**src/rtl/led_duty_sequencer.sv**
```systemverilog
// Duty-cycle table for the PWM LED bank: loads a saturated ramp, then rotates it
// one slot per step interval, committed only at PWM period boundaries.
// Optional ping-pong motion is built when LED_SEQ_BOUNCE_EN is defined.
module led_duty_sequencer #(
  parameter int N_LEDS     = 10,
  parameter int DUTY_W     = 7,
  parameter int DUTY_STEP  = 10,
  parameter int DUTY_MAX   = 99,
  parameter int STEP_TICKS = 25000000
) (
  input  logic                     clk,
  input  logic                     rst,
  input  logic                     enable,
  input  logic                     sentido,
  input  logic                     restart,
  input  logic                     period_start,
  output logic [N_LEDS*DUTY_W-1:0] duty_out,
  output logic                     ready,
  output logic                     step_pulse,
  output logic [3:0]               pos
);

  localparam int                CNT_W     = $clog2(STEP_TICKS);
  localparam int                RAMP_W    = DUTY_W + 4;
  localparam logic [CNT_W-1:0]  CNT_LAST  = CNT_W'(STEP_TICKS - 1);
  localparam logic [3:0]        POS_LAST  = 4'(N_LEDS - 1);
  localparam logic [RAMP_W-1:0] RAMP_STEP = RAMP_W'(DUTY_STEP);
  localparam logic [RAMP_W-1:0] RAMP_MAX  = RAMP_W'(DUTY_MAX);

  typedef enum logic {
    ST_INIT = 1'b0,
    ST_RUN  = 1'b1
  } state_t;

  state_t             state;
  state_t             state_nxt;
  logic [3:0]         idx;
  logic [CNT_W-1:0]   cnt;
  logic               pending;
  logic [DUTY_W-1:0]  duty [N_LEDS];

  logic               wrap;
  logic               rotate;
  logic               init_done;
  logic               rot_dir;
  logic [3:0]         pos_inc;
  logic [3:0]         pos_dec;
  logic [RAMP_W-1:0]  ramp;
  logic [DUTY_W-1:0]  ramp_sat;

  // period_start and step_pulse are single-cycle strobes with no back-pressure:
  // a rotation is committed on the edge where period_start meets a due step,
  // and step_pulse marks the first cycle the rotated table is visible.
  always_comb begin
    wrap      = (state == ST_RUN) && enable && (cnt == CNT_LAST);
    rotate    = (state == ST_RUN) && period_start && (pending || wrap);
    init_done = (state == ST_INIT) && (idx == POS_LAST);
    ramp      = RAMP_W'(idx) * RAMP_STEP;
    ramp_sat  = (ramp > RAMP_MAX) ? DUTY_W'(DUTY_MAX) : ramp[DUTY_W-1:0];
    pos_inc   = (pos == POS_LAST) ? 4'd0 : pos + 4'd1;
    pos_dec   = (pos == 4'd0) ? POS_LAST : pos - 4'd1;
  end

`ifdef LED_SEQ_BOUNCE_EN
  logic dir;

  assign rot_dir = dir;

  // Direction is latched on entry to RUN and flips at either end of the bank.
  always_ff @(posedge clk) begin
    if (rst) begin
      dir <= 1'b0;
    end else if (!restart) begin
      if (init_done) begin
        dir <= sentido;
      end else if (rotate) begin
        if (!dir && (pos_inc == POS_LAST)) begin
          dir <= 1'b1;
        end else if (dir && (pos_dec == 4'd0)) begin
          dir <= 1'b0;
        end
      end
    end
  end
`else
  assign rot_dir = sentido;
`endif

  always_ff @(posedge clk) begin
    if (rst) begin
      state <= ST_INIT;
    end else begin
      state <= state_nxt;
    end
  end

  always_comb begin
    state_nxt = state;
    case (state)
      ST_INIT: if (init_done) state_nxt = ST_RUN;
      ST_RUN:  state_nxt = ST_RUN;
      default: state_nxt = ST_INIT;
    endcase
    if (restart) state_nxt = ST_INIT;
  end

  always_ff @(posedge clk) begin
    if (rst) begin
      idx        <= 4'd0;
      cnt        <= '0;
      pending    <= 1'b0;
      pos        <= 4'd0;
      step_pulse <= 1'b0;
      for (int k = 0; k < N_LEDS; k++) duty[k] <= '0;
    end else begin
      step_pulse <= 1'b0;
      if (restart) begin
        // Table is left alone; the reload overwrites it one entry per cycle.
        idx     <= 4'd0;
        cnt     <= '0;
        pending <= 1'b0;
        pos     <= 4'd0;
      end else if (state == ST_INIT) begin
        for (int k = 0; k < N_LEDS; k++) begin
          if (idx == 4'(k)) duty[k] <= ramp_sat;
        end
        idx <= init_done ? 4'd0 : idx + 4'd1;
      end else begin
        if (enable) cnt <= wrap ? '0 : cnt + CNT_W'(1);
        if (rotate) begin
          pending    <= 1'b0;
          step_pulse <= 1'b1;
          if (!rot_dir) begin
            for (int k = 0; k < N_LEDS - 1; k++) duty[k] <= duty[k+1];
            duty[N_LEDS-1] <= duty[0];
            pos <= pos_inc;
          end else begin
            for (int k = 1; k < N_LEDS; k++) duty[k] <= duty[k-1];
            duty[0] <= duty[N_LEDS-1];
            pos <= pos_dec;
          end
        end else if (wrap) begin
          pending <= 1'b1;
        end
      end
    end
  end

  always_comb begin
    duty_out = '0;
    for (int k = 0; k < N_LEDS; k++) duty_out[k*DUTY_W +: DUTY_W] = duty[k];
    ready = (state == ST_RUN);
  end

endmodule

```
**config.mk**
```make
export PLATFORM = sky130hd
export DESIGN_NAME = led_duty_sequencer
export DESIGN_NICKNAME = d
export VERILOG_FILES = /design/src/rtl/led_duty_sequencer.sv
export SDC_FILE = /design/constraint.sdc
export NUM_CORES = 1
export LEC_CHECK = 0
export ABC_AREA = 1
export BUFFER_PORTS_ARGS = -buffer_cell sky130_fd_sc_hd__buf_4
export CORE_MARGIN = 3
export CORE_UTILIZATION = 40
export DETAILED_ROUTE_END_ITERATION = 8
export GPL_TIMING_DRIVEN = 0
export PLACE_DENSITY = 0.66
export REMOVE_ABC_BUFFERS = 1
export SETUP_SLACK_MARGIN = 0.5
export SYNTH_ARGS = -nofsm -noshare
export SYNTH_HDL_FRONTEND = slang
export SYNTH_SLANG_ARGS = --single-unit
export TNS_END_PERCENT = 50
```
**constraint.sdc**
```tcl
create_clock -name clk -period 3 [get_ports clk]
set_clock_uncertainty 0.1 [all_clocks]
set_input_delay 0.15 -clock clk [delete_from_list [all_inputs] [get_ports clk]]
set_output_delay 0.15 -clock clk [all_outputs]
set_load 0.03 [all_outputs]
```
==> impl_summary.txt, run 1 <==
----------------------------------------------------
[Worst setup path]
  Reg-to-reg startpoint ... idx[3]
  Highest net fanout along the worst path ... 5
  Start-to-end type of the worst setup path ... flip-flop to flip-flop
  Worst-case reg-to-reg path depth ... 13
  Top Family by Delay on Critical Path ... adder cells
  Cell breakdown of the critical path ... inv_2, ha_4, inv_2, ha_4, fa_2, xor2_2, nand3_2, nand2_4, nor2_2, nand2_4, nand2_4, nor2_1, nor2_1
  Critical Path Sink Type ... flip-flop
  Req. time, crit path ... 3.01 ns
  Worst EP arrival ... 2.45 ns
  Number of buffer and inverter stages on the critical path ... 2
  Kind of start point of the critical path ... flip-flop
  Endpoint of the worst register-to-register path ... duty[8][4]
  Worst path most repeated cell ... nand2_4
  Worst stage delay on the critical path ... 0.35 ns
  Critical path's slowest cell ... dfxtp_4
  Register-to-register setup slack ... 0.56 ns

[Hold path]
  Startpoint of the worst hold path ... enable
  Worst Hold Path Cells ... 4
  Kind of path behind the tightest hold check ... primary input to flip-flop
  Endpoint of the worst hold-timing path ... cnt[24]

[Timing]
  Post-route worst setup slack ... 0.563 ns
  RSZ-0062 raised after global routing ... true
  Top achievable clock speed ... 410 MHz
  Transition time of the tightest slew-check pin ... 0.942 ns
  Final period demand of the worst path ... 2.44 ns
  Total setup violations reported at the end of the flow ... 0
  Max-slew headroom ... 36.9%
  Max Transition Viols Final ... 0
  Final number of hold-violating endpoints ... 0
  Period Utilization, post-route ... 81.2%

[Clocking]
  Hold bufs inserted after CTS ... 0
  H-Tree Depth ... 3
  Deepest clock path buffer count ... 2
  Num CTS Buffers ... 9
  Root cell of the clock tree ... clkbuf_16
  Clock insertion delay at the later pin of the skew report ... 0.36 ns
  CTS tree ... done
  Number of clock sinks seen by CTS ... 106
  Clock input transition at the sequential cells of the worst setup and hold paths ... 0.08 ns

[Logic synthesis]
  Area of the mapped netlist ... 6060 um^2
  Distinct cells, synth ... 36
  Cell taking the most area after synthesis ... edfxtp_1
  Sequential area share after synthesis ... 46.6%
  Async SR Flop Fraction ... 0%
  Register bit total from synthesis ... 106
  Average cell area after synthesis ... 7.37 um^2
  Dominant register cell in the synthesized netlist ... edfxtp_1
  Yosys warning count ... 0
  Number of flops mapped to enable cells by yosys ... 70
  Cell types with the largest area share after synthesis ... edfxtp_1, nor2_1, dfxtp_1, nand2_1, inv_1
  Fraction of synthesized cell area taken by the top area cell type ... 34.7%
  Syn Inst Count ... 822

[Global routing]
  Antenna violations before repair ... 0
  Via count of the first global-routing pass ... 5262
  Global routing usage summed across all routing layers ... 21.9%
  Largest net degree at the start of global routing ... 39
  Remaining global-route overflow ... 0
  Wire length of the first global-routing pass ... 28.3 mm

[Power]
  Sw Ratio ... 27.1%
  Comb pwr share ... 9.0%
  Total net switching power ... 0.839 mW
  Fraction of power consumed by the clock network ... 38.2%
  Final Power ... 3.09 mW
  Leakage dissipation ... 3.05 nW
  Reg power frac ... 52.8%
  Internal Power ... 2.25 mW
  Power per cell area ... 401 nW/um^2
  Maximum vdd ir drop ... 0.282 mV

[Detailed routing]
  DR DRC count ... 0
  Routed via count divided by cell count ... 5.33
  Wire length after detailed routing ... 19.5 mm
  Post-route antenna net violation count ... 0
  First-pass iteration count of the detailed router ... 6
  Initial DRC Count ... 782
  Vias ... 5929
  Wire per inst ... 17.5 um

[Status]
  Outcome ... completed

[Place]
  Half-perimeter wire length of the detailed placement result ... 11.9 mm
  Setup slack at placement ... -0.195 ns
  Gpl congestion ... 0.878
  Count of port buffers added during placement ... 81

[Final layout]
  Most frequent standard cell in the layout excluding fill and tap cells ... nor2_1
  Proportion of layout cells with a drive suffix above 1 ... 21.0%
  Layout Area Growth over Synthesis ... 27.1%
  Number of antenna cells inserted ... 0
  Number of nets in the finished design ... 940
  Commonest non-fill, non-tap cells in the layout ... nor2_1, inv_1, nand2_1

[Floorplanning]
  Die Area ... 16700 um^2
  Number of cell rows ... 44
  Die span in x ... 129 um
  Initial standard-cell utilization of the core ... 41.2%
  Area of the core ... 14700 um^2
  Die extent in y ... 129 um
  Ports ... 82

[Job]
  Number of maximum-capacitance constraint violations ... 0

----------------------------------------------------
worst max-delay path by stage:
stage | end | depth (start not counted) | slack (ns) | from
final | duty[8][4] | 13 | 0.56 | idx[3]
after detailed placement | duty[3][0] | 8 | -0.20 | restart
after CTS | duty[8][6] | 10 | 0.36 | cnt[0]
after global placement | duty[2][0] | 8 | -0.21 | restart
after floorplan | duty[9][0] | 10 | 0.42 | ready
after global routing | duty[8][4] | 12 | 0.43 | cnt[0]
kinds of logic after synthesis:
| group | count (synthesis) | share of synthesized area (%) |
|---|---|---|
| xor gates and xnor gates | 8 | 1.16 |
| AOI/OAI and AO/OA | 112 | 9.75 |
| and+or+nand+nor | 450 | 30.8 |
| DFF | 106 | 46.6 |
| buffers and inverters | 135 | 9.27 |
| adders and majority gates | 11 | 2.40 |
flip-flops by register name, summed over array words and instances (netlist names):
register	cells
duty	70
cnt	25
idx	4
pos	4
pending	1
ready	1
step_pulse	1
through the flow:
stage,TNS [ns],util [%],instance area (um^2),std cells,hold slack [ns]
final,0,52.4,7700,1112,0.00943
after global routing,0,52.4,7700,1112,0.0257
after CTS,0,49.4,7260,1092,0.00634
after detailed placement,-15.45,46.0,6760,1065,0.383
after global placement,-16.84,46.0,6760,1065,0.381
after floorplan,0,-,5920,800,0.249
routing by layer:
metal,share of wire [%],global-route usage (%),routed length [um]
met1,41,29.6,8070
met2,46,34.1,8930
met3,9.6,5.03,1880
met4,3.1,8.83,612
met5,0,0,0
worst reg2reg max path: cells and delay by family, from the launching register on:
kind                       cells  cell delay (ns)
adders and majority gates      3             0.75
xor gates and xnor gates       1             0.20
and+or+nand+nor                7             0.69
DFF                            1             0.35
buffers and inverters          2             0.09
synthesized netlist by cell type (2+ instances only):
master and number:
a21oi_1 22, nand2_4 2, nor4_1 3, o31ai_1 2
nor3_1 11, or2_2 2, nand3_1 25, nand2_2 17
inv_1 111, dfxtp_1 36, buf_2 2, o21ai_1 5
xor2_1 7, clkbuf_1 12, ha_1 10, nand2_1 115
nor2_1 263, a211oi_1 2, buf_4 2, nand4_1 8
o21ai_0 76, buf_6 6, edfxtp_1 70
power by group through the flow:
stage	clock network, mW	registers [mW]	logic (mW)
finish	1.18	1.63	0.277
floorplan	0	1.72	0.0729
global placement	0	1.67	0.242
detailed placement	0	1.67	0.243
CTS	1.19	1.63	0.257
global route	1.24	1.64	0.297
timing repair:
item,in CTS,in global routing
setup buffers,5,15
gates resized for setup,33,52
cloned,6,5
pin swaps,2,12
endpoints found under the setup margin,140,140
cell type report:
cell class	instances	area, um^2
Multi-Input combinational cell	592	3110
Clock buffer	9	225
Inverter	113	427
Timing Repair Buffer	101	821
Clock inverter	7	58.8
Tap cell	184	230
Fill cell	1353	7000
Sequential cell	106	2830
(Power assumes the default switching activity.)
==> run 2, diff against run 1 <==
--- a/config.mk
+++ b/config.mk
@@ -11,7 +11,7 @@
 export CORE_UTILIZATION = 40
 export DETAILED_ROUTE_END_ITERATION = 8
 export GPL_TIMING_DRIVEN = 0
-export PLACE_DENSITY = 0.66
+export PLACE_DENSITY = 0.68
 export REMOVE_ABC_BUFFERS = 1
 export SETUP_SLACK_MARGIN = 0.5
 export SYNTH_ARGS = -nofsm -noshare
==> constraint.sdc (replaced) <==
create_clock -name clk -period 2.1 [get_ports clk]
set_clock_uncertainty 0.1 [all_clocks]
set_input_delay 0.105 -clock clk [delete_from_list [all_inputs] [get_ports clk]]
set_output_delay 0.105 -clock clk [all_outputs]
set_load 0.03 [all_outputs]
==> run 2 against run 1 <==
Against the previous run:
- the flow now finishes with violations (negative setup slack)
- clock power is 41% higher
- count of clock-buffer cells in the layout is 3 higher
- core utilization is 8.0 points higher
- first-iteration DRC count up 17%
- sequential share of layout area shrank 4.7 points
- sequential power rose by 43%
- combinational power increased by 69%
- fmax decreased by 3.4%
- critical path depth decreased by 1
- final cell count grew 3.8%
- die area unchanged
- routed wire length is 20% higher
==> impl_summary.txt, run 2 (synthesis gave the netlist of run 1 again) <==
----------------------------------------------------
[Status]
  Outcome ... complete, but fails checks
  Violated checks ... negative setup slack

[Floorplanning]
  Initial standard-cell utilization of the core ... 41.2% (unchanged)
  Area of the core ... 14700 um^2 (unchanged)
  Ports ... 82 (unchanged)
  Die extent in y ... 129 um (unchanged)
  Number of cell rows ... 44 (unchanged)
  Die Area ... 16700 um^2 (unchanged)
  Die span in x ... 129 um (unchanged)

[Timing]
  Period Utilization, post-route ... 120% (+39 points)
  Total setup violations reported at the end of the flow ... 87 (+87)
  Transition time of the tightest slew-check pin ... 0.657 ns (-0.286 ns)
  Top achievable clock speed ... 396 MHz (-3.4%)
  Max Transition Viols Final ... 0 (unchanged)
  Post-route worst setup slack ... -0.423 ns (-0.987 ns)
  Final number of hold-violating endpoints ... 0 (unchanged)
  Final hold slack ... 0.00508 ns (-0.00436 ns)
  Post-Route Setup TNS ... -18.66 ns (-18.66 ns)
  Max-slew headroom ... 56.2% (+19 points)
  Final period demand of the worst path ... 2.52 ns (+0.0865 ns)
  RSZ-0062 raised after global routing ... true

[Final layout]
  Most frequent standard cell in the layout excluding fill and tap cells ... nor2_1
  Commonest non-fill, non-tap cells in the layout ... nor2_1, buf_4, inv_1
  Layout Area Growth over Synthesis ... 46.5%
  Proportion of layout cells with a drive suffix above 1 ... 35.2% (+14 points)
  Number of filler cells placed in the layout ... 1163 (-14%)
  Largest regs ... duty: 70 flops, cnt: 25 flops
  Number of antenna cells inserted ... 0 (unchanged)
  Core occupancy in the finished layout ... 60.4% (+8.0 points)
  Number of nets in the finished design ... 982 (+4.5%)
  Top register by number of flip-flops ... duty
  Max FFs per register ... 70 (unchanged)

[Clocking]
  Deepest clock path buffer count ... 2 (unchanged)
  Root cell of the clock tree ... clkbuf_16
  Clock input transition at the sequential cells of the worst setup and hold paths ... 0.08 ns (about the same)
  Num CTS Buffers ... 9 (unchanged)
  CTS tree ... done
  Clock insertion delay at the later pin of the skew report ... 0.37 ns (about the same)
  Number of clock sinks seen by CTS ... 106 (unchanged)
  H-Tree Depth ... 3 (unchanged)

[Worst setup path]
  Critical Path Sink Type ... flip-flop
  Kind of start point of the critical path ... flip-flop
  Cell breakdown of the critical path ... inv_4, ha_4, inv_2, ha_4, fa_2, nand3_2, nand2_4, nor2_2, nand2_2, nand2_4, nor2_4, nor2_1
  Req. time, crit path ... 2.12 ns (-0.89 ns)
  Highest net fanout along the worst path ... 5 (unchanged)
  Worst EP arrival ... 2.55 ns (+0.10 ns)
  Start-to-end type of the worst setup path ... flip-flop to flip-flop
  Critical path's slowest cell ... fa_2
  Worst stage delay on the critical path ... 0.56 ns (+0.21 ns)

[Power]
  Power per cell area ... 503 nW/um^2 (+25%)
  Internal Power ... 3.23 mW (+43%)
  Fraction of power consumed by the clock network ... 37.2% (-1.0 points)
  Total net switching power ... 1.24 mW (+47%)
  Leakage dissipation ... 3.46 nW (+13%)
  Comb pwr share ... 10.5% (+1.5 points)
  Sw Ratio ... 27.7% (+0.52 points)
  Maximum vdd ir drop ... 0.370 mV (+31%)
  Reg power frac ... 52.3% (-0.5 points)

[Detailed routing]
  Routed via count divided by cell count ... 5.75 (+7.9%)
  Wire length after detailed routing ... 23.3 mm (+20%)
  Initial DRC Count ... 914 (+17%)
  DR DRC count ... 0 (unchanged)
  Post-route antenna net violation count ... 0 (unchanged)
  Vias ... 6639 (+12%)
  First-pass iteration count of the detailed router ... 6 (unchanged)
  Wire per inst ... 20.2 um (+15%)

[Place]
  Count of port buffers added during placement ... 81 (unchanged)
  Half-perimeter wire length of the detailed placement result ... 12.0 mm (+0.30%)
  Gpl congestion ... 0.844 (-3.9%)

[Global routing]
  Antenna violations before repair ... 0 (unchanged)
  Global routing usage summed across all routing layers ... 25.9% (+4.0 points)
  Largest net degree at the start of global routing ... 20 (-49%)
  Wire length of the first global-routing pass ... 32.9 mm (+16%)
  Remaining global-route overflow ... 0 (unchanged)
  Via count of the first global-routing pass ... 6031 (+15%)

[Hold path]
  Kind of path behind the tightest hold check ... primary input to flip-flop

[Job]
  Number of maximum-capacitance constraint violations ... 0 (unchanged)

----------------------------------------------------
[run 2: cell types whose count changed in the layout (fill, tap and decap cells not counted), moves of 12 or more]
cell	before	now
buf_4	96	114
buf_6	0	16
nand2_1	102	87
nand2_4	23	9
nand2_8	1	23
nor2_1	251	185
nor2_2	9	38
nor2_4	4	41
o21ai_0	70	58
[run 2: power groups by stage]
stage | clock network, mW | registers, mW | logic, mW
2_1_floorplan | 0 | 2.46 | 0.104
3_3_place_gp | 0 | 2.38 | 0.345
3_5_place_dp | 0 | 2.38 | 0.349
4_1_cts | 1.66 | 2.33 | 0.416
5_1_grt | 1.73 | 2.34 | 0.493
6_report | 1.66 | 2.33 | 0.467
[run 2: final timing paths]
check | startpoint | end | slack, ns | cells past startpoint
setup / recovery | idx[3] | duty[7][3] | -0.42 | 12
hold / removal | enable | cnt[0] | 0.005 | 3
setup reg to reg | idx[3] | duty[7][3] | -0.42 | 12
hold reg to reg | cnt[13] | cnt[13] | 0.38 | 2
[run 2: area by class of cell]
cell class,count,area [um^2],area share [%]
Multi-Input combinational cell,595,3860,43.5
Clock buffer,12,236,2.66
Sequential cell,106,2850,32.1
Timing Repair inverter,1,11.3,0.127
Clock inverter,4,37.5,0.423
Inverter,113,454,5.11
Timing Repair Buffer,139,1200,13.5
Tap cell,184,230,2.59
[run 2: per-stage QoR]
| stage | total power, mW | instance area, um^2 | setup WS [ns] | instances |
|---|---|---|---|---|
| after global placement | 2.73 | 6760 | -1.05 | 1065 |
| after global routing | 4.56 | 8880 | -0.502 | 1154 |
| final | 4.46 | 8880 | -0.423 | 1154 |
| after detailed placement | 2.73 | 6760 | -1.09 | 1065 |
| after CTS | 4.41 | 8180 | -0.361 | 1136 |
| after floorplan | 2.56 | 5920 | -0.484 | 800 |
[run 2: per-layer routing]
layer  global-route usage (%)  vias up  wire, um
li1                         -     2938         -
met1                     31.3     3097      8320
met2                     42.8      456     11000
met3                     7.01      148      2510
met4                     12.5        0      1520
met5                        0        -         0
[run 2: critical path: cells and delay by family (launching register included)]
family,cells,cell delay [ns]
and+or+nand+nor,7,0.78
adders and majority gates,3,0.96
buffers and inverters,2,0.08
DFF,1,0.36
[run 2: what timing repair did]
item | 4_1_cts | 5_1_grt
gates resized for setup | 160 | 147
pin swaps | 44 | 25
cloned | 15 | 2
endpoints found under the setup margin | 167 | 171
hold buffers | 2 | 0
buffers inserted | 38 | 16
hold endpoints to repair | 3 | 0
